==> src/rtl/cpu_sequencer.sv <==
// Multi-cycle fetch/decode/execute/memory sequencer for the 3-bit-opcode CPU.
// Optional memory-ack timeout to a sticky FAULT state is enabled by `CPU_SEQ_TIMEOUT_EN.
module cpu_sequencer #(
  parameter int TIMEOUT = 15
) (
  input  logic       clk,
  input  logic       rst_n,
  input  logic       run,
  input  logic [2:0] opcode,
  input  logic       mem_ack,
  output logic       mem_req,
  output logic       mem_we,
  output logic       addr_sel,
  output logic       ir_load,
  output logic       pc_inc,
  output logic       pc_load,
  output logic       reg_write,
  output logic [1:0] alu_op,
  output logic       alu_src,
  output logic       instr_done,
  output logic       fault,
  output logic [2:0] state
);

  localparam logic [2:0] S_IDLE   = 3'd0;
  localparam logic [2:0] S_FETCH  = 3'd1;
  localparam logic [2:0] S_DECODE = 3'd2;
  localparam logic [2:0] S_EXEC   = 3'd3;
  localparam logic [2:0] S_MEM    = 3'd4;
  localparam logic [2:0] S_FAULT  = 3'd7;

  localparam logic [2:0] OP_ADD = 3'b000;
  localparam logic [2:0] OP_SUB = 3'b001;
  localparam logic [2:0] OP_LDI = 3'b010;
  localparam logic [2:0] OP_XOR = 3'b011;
  localparam logic [2:0] OP_STR = 3'b100;
  localparam logic [2:0] OP_JMP = 3'b101;

  logic [2:0] r_state;
  logic [2:0] w_next_state;
  logic [2:0] r_op;
  logic       w_timeout;

  // State register
  always_ff @(posedge clk or negedge rst_n) begin
    if (!rst_n) begin
      r_state <= S_IDLE;
    end else begin
      r_state <= w_next_state;
    end
  end

  // Opcode latch: the IR is read only once, in DECODE
  always_ff @(posedge clk or negedge rst_n) begin
    if (!rst_n) begin
      r_op <= 3'b000;
    end else if (r_state == S_DECODE) begin
      r_op <= opcode;
    end else begin
      r_op <= r_op;
    end
  end

`ifdef CPU_SEQ_TIMEOUT_EN
  localparam int CW = $clog2(TIMEOUT + 1);
  logic [CW-1:0] r_cnt;

  // Wait counter: restarts on every state change, counts unacked request cycles
  always_ff @(posedge clk or negedge rst_n) begin
    if (!rst_n) begin
      r_cnt <= {CW{1'b0}};
    end else if (w_next_state != r_state) begin
      r_cnt <= {CW{1'b0}};
    end else if (mem_req && !mem_ack) begin
      r_cnt <= r_cnt + CW'(1);
    end else begin
      r_cnt <= r_cnt;
    end
  end

  // A same-cycle ack beats the timeout
  assign w_timeout = (r_cnt == CW'(TIMEOUT - 1)) && !mem_ack;
  assign fault     = (r_state == S_FAULT);
`else
  logic w_unused_timeout;
  assign w_unused_timeout = (TIMEOUT != 0);
  assign w_timeout        = 1'b0;
  assign fault            = 1'b0;
`endif

  // Next-state logic; run is only consulted at instruction boundaries
  always_comb begin
    w_next_state = r_state;
    case (r_state)
      S_IDLE: begin
        if (run) w_next_state = S_FETCH;
        else     w_next_state = S_IDLE;
      end
      S_FETCH: begin
        if (mem_ack)        w_next_state = S_DECODE;
        else if (w_timeout) w_next_state = S_FAULT;
        else                w_next_state = S_FETCH;
      end
      S_DECODE: w_next_state = S_EXEC;
      S_EXEC: begin
        if (r_op == OP_STR) w_next_state = S_MEM;
        else if (run)       w_next_state = S_FETCH;
        else                w_next_state = S_IDLE;
      end
      S_MEM: begin
        if (mem_ack) begin
          if (run) w_next_state = S_FETCH;
          else     w_next_state = S_IDLE;
        end else if (w_timeout) begin
          w_next_state = S_FAULT;
        end else begin
          w_next_state = S_MEM;
        end
      end
      S_FAULT: w_next_state = S_FAULT;
      default: w_next_state = S_IDLE;
    endcase
  end

  // Output decode from registered state and latched opcode
  always_comb begin
    mem_req    = 1'b0;
    mem_we     = 1'b0;
    addr_sel   = 1'b0;
    ir_load    = 1'b0;
    pc_inc     = 1'b0;
    pc_load    = 1'b0;
    reg_write  = 1'b0;
    alu_op     = 2'b00;
    alu_src    = 1'b0;
    instr_done = 1'b0;
    case (r_state)
      S_FETCH: begin
        mem_req = 1'b1;
        ir_load = mem_ack;
        pc_inc  = mem_ack;
      end
      S_EXEC: begin
        instr_done = (r_op != OP_STR);
        case (r_op)
          OP_ADD: begin
            reg_write = 1'b1;
            alu_op    = 2'b00;
          end
          OP_SUB: begin
            reg_write = 1'b1;
            alu_op    = 2'b11;
          end
          OP_XOR: begin
            reg_write = 1'b1;
            alu_op    = 2'b01;
          end
          OP_LDI: begin
            reg_write = 1'b1;
            alu_op    = 2'b10;
            alu_src   = 1'b1;
          end
          OP_JMP: begin
            pc_load = 1'b1;
            alu_op  = 2'b10;
            alu_src = 1'b1;
          end
          OP_STR: begin
            alu_op  = 2'b00;
            alu_src = 1'b1;
          end
          default: begin
            reg_write = 1'b0;
          end
        endcase
      end
      S_MEM: begin
        mem_req    = 1'b1;
        mem_we     = 1'b1;
        addr_sel   = 1'b1;
        alu_op     = 2'b00;
        alu_src    = 1'b1;
        instr_done = mem_ack;
      end
      default: begin
        mem_req = 1'b0;
      end
    endcase
  end

  assign state = r_state;

endmodule

==> config.mk <==
export PLATFORM = sky130hd
export DESIGN_NAME = cpu_sequencer
export DESIGN_NICKNAME = d
export VERILOG_FILES = /design/src/rtl/cpu_sequencer.sv
export SDC_FILE = /design/constraint.sdc
export NUM_CORES = 1
export LEC_CHECK = 0
export CAP_MARGIN = 20
export CORE_AREA = 8 8 45 47
export CTS_CLUSTER_DIAMETER = 100
export DETAILED_ROUTE_END_ITERATION = 6
export DIE_AREA = 0 0 53 55
export PLACE_DENSITY = 0.67
export SYNTH_ARGS = -nofsm -noshare
export SYNTH_HDL_FRONTEND = slang
export SYNTH_SLANG_ARGS = --single-unit
==> constraint.sdc <==
create_clock -name clk -period 1.55 [get_ports clk]
set_input_delay 0.155 -clock clk [delete_from_list [all_inputs] [get_ports clk]]
set_output_delay 0.155 -clock clk [all_outputs]
set_load 0.05 [all_outputs]
==> summary.md <==
The run finished, with violations left. The checks that failed: setup timing. Dividing total power by cell area gives a power density of 2275 nW/um^2. Number of nets in the layout: 82.

The number of fill cells in the layout is 125, and the global-route wire length before repair is 1876 microns. Cell chosen for the clock root: sky130_fd_sc_hd__clkbuf_4. For the worst ir drop on vdd, the log shows 0.001255 V. The number of remaining DRC errors is 0, and the TritonCTS buffer count is 3. The tools report the number of ports placed on the die boundary as 22. In this run the worst path has a maximum fanout of 4.

Routability-driven placement finished with a final weighted congestion of 0.6769. The area growth from synthesis to layout was 99.11%; the portion of total power attributed to sequential cells was 0.186. The clock power share is 0.082. Leaving out fill and tap cells, the most frequent cell in the layout is sky130_fd_sc_hd__buf_12. The beginning of the worst register-to-register path was state[2]. The async set-reset flop share out of synthesis is 1.000, and the switching share of total power is 0.4785.

Setup repair after global routing could not meet its margin everywhere. The via density per instance was 4.700. The slowest cell on the critical path is sky130_fd_sc_hd__dfrtp_2.

After layout, the design draws a total of 1.916 mW. The max-slew violation count came out at 0. The tools report the CTS H-tree depth as 1.

For this run, the leading register cell type out of synthesis is sky130_fd_sc_hd__dfrtp_1. The launching element of the worst setup path is state[1]. The number of antenna violations at the first check in global routing came out at 0. Cell area after placement: 773.2 sq um.

Timing would allow up to 641.5 MHz. The min-delay analysis places its worst path in the category primary input to asynchronous set/reset pin. Wires add up to 1136 microns. The antenna cell count was 0; the minimum clock period after layout was 1559 ps. TritonCTS built the clock tree. Detailed placer's ending HPWL: 904.8 microns. The critical path goes through nand2b_4, or2_4, inv_4, nand2_2, o21ai_2, buf_12.

The clock passes through at most 2 buffers. Logic gate share of total power: 0.732. Counting distinct cell types in the post-synthesis netlist gives 28. The starting density of the core is 0.3056, and the number of flip-flops and latches in the synthesized netlist is 6. The fraction of final layout cells sized beyond drive strength 1 is 0.5541, and the CTS sink count is 6. The clock reaches the later pin of the worst-skew pair after 250 ps.

The internal power of the cells totals 999.1 uW. For the worst path required time, the log shows 1390 ps. The logs give 54 for the post-synthesis net count and 1384 sq um for the placeable core region.

The multi-input combinational cells in the finished layout cover a total of 265.3 sq um. Summed over all layers, the global routing overflow is 0. The width of the die was 53 microns. Summing all flip-flop and latch instances after layout gives 153.9 sq um.

Clock-pin slew was measured on the worst setup and hold paths at 50 ps. After synthesis, the mean cell area works out to 8.998 sq um. The final worst-path setup slack came out at -8.843 ps. The via count is 423, and the sequential cell area fraction in the yosys report is 0.3550.

The largest single stage delay on the critical path is 420 ps. The number of flops mapped to enable cells by yosys is 0, and the number of buffers inserted by port buffering is 20. Entering global routing, the biggest net connects 10 pins. By startpoint and endpoint, the worst setup path is classified as flip-flop to output port. The library cells used most frequently in the layout, excluding fill and tap cells, are sky130_fd_sc_hd__buf_12, sky130_fd_sc_hd__buf_4, sky130_fd_sc_hd__clkdlybuf4s50_1. The post-route fraction of the period consumed by the critical path came out at 1.006. The logs give 0.6085 for the fraction of the core area covered by cells at the end of the flow and 14 for the number of standard-cell rows in the floorplan.

Number of failing setup endpoints in the final timing report: 1. The run gives 1400 ps as the signal arrival time at the worst endpoint. The max-capacitance violation count is 0, and the cell count after placement is 83. Average wire per cell in the routed design: 12.62 microns. The mapped netlist covers 422.9 sq um. After routing the design area is 842.1 sq um. The tools report the overall track demand over capacity in global routing as 0.08686.

The hold violation count in the final report is 0, and the overall die area is 2915 sq um. The number of cells produced by synthesis is 47, and the static power due to leakage is 0.3576 nW. STA classifies the critical path startpoint as a flip-flop.

For this block, the initial DRC count from the detailed router was 5. The finished layout holds 90 standard cells, fillers aside. The tools report the detailed-router iteration count before antenna repair as 3.

The number of hold buffers added after CTS was 0. The worst clock skew is 14.53 ps, and the number of antenna-violating nets in the routed design is 0. In this run the power spent charging and discharging nets is 916.7 uW.

The number of global-route vias before repair came out at 404. STA classifies the critical path endpoint as an output port. The number of warning messages in the yosys log came out at 0. Measured along the y axis, the die boundary spans 55 microns. The run gives 140.2 ps as the minimum hold slack.
## final cells by class
class / instances / area share
clock buffer: 4 / 0.03120
multi-input combinational: 35 / 0.3150
sequential: 6 / 0.1828
tap: 16 / 0.02377
timing repair buffer: 28 / 0.4398
inverter: 1 / 0.007429
## kinds of logic after synthesis
group                  Yosys count  share of synthesized area
AND/OR/NAND/NOR                 20                     0.2811
AO/OA/AOI/OAI                    9                     0.1302
flip-flops                       6                     0.3550
buffers and inverters            6                     0.1006
multiplexers                     4                     0.1035
XOR/XNOR                         1                    0.02071
other                            1                   0.008867
## power by group through the flow
stage,Clock (mW),Combinational [mW],Sequential (mW)
after floorplan,0,0.754,0.421
after global placement,0,1.35,0.351
after detailed placement,0,1.35,0.356
after CTS,0.167,1.40,0.355
after global routing,0.174,1.47,0.376
final,0.156,1.40,0.356
## synth_stat cells (all sizes together) (2+ instances only)
library cell	number	share of area
mux2	3	0.080
nand2	4	0.035
a21oi	3	0.035
or2	2	0.030
dfrtp	6	0.36
o21ai	3	0.044
nor3b	2	0.047
buf	5	0.092
nor2	5	0.044
## final timing paths
kind / endpoint / slack [ps] / cells past startpoint
max reg2reg: r_op[1] / 190 / 3
min reg2reg: r_op[1] / 610 / 1
max in group asynchronous: state[1] / 1180 / 1
max: instr_done / -9 / 6
min: state[0] / 140 / 1
min in group clk: r_op[0] / 510 / 2
## registers in the layout (all words and copies together), names as in the netlist
signal  count
r_op        3
state       3
## stage by stage
step	TNS (ps)	worst slack (ps)
3_5_place_dp	0	183.5
4_1_cts	-63.63	-36.88
6_report	-8.843	-8.843
2_1_floorplan	-661.1	-215.7
5_1_grt	-189.5	-71.78
3_3_place_gp	0	211.7
## critical path, delay by kind of cell (launching register included)
family | cells | cell delay (ps)
AO/OA/AOI/OAI | 1 | 80
flip-flops | 1 | 420
AND/OR/NAND/NOR | 3 | 440
buffers and inverters | 2 | 210
## timing repair
item / in CTS / in global routing
gates resized for setup: 4 / 1
setup buffers: 2 / 1
setup endpoints to repair: 4 / 7
pin swaps: 3 / 2
## per-layer routing
metal / part of all wire / GRT usage / up-vias
met5: 0 / 0 / -
met4: 0.0035 / 0.02586 / 0
met3: 0.088 / 0.05615 / 2
met2: 0.49 / 0.1367 / 16
met1: 0.42 / 0.09428 / 193
li1: - / - / 212
No activity file was read; power rests on OpenSTA's default activity.
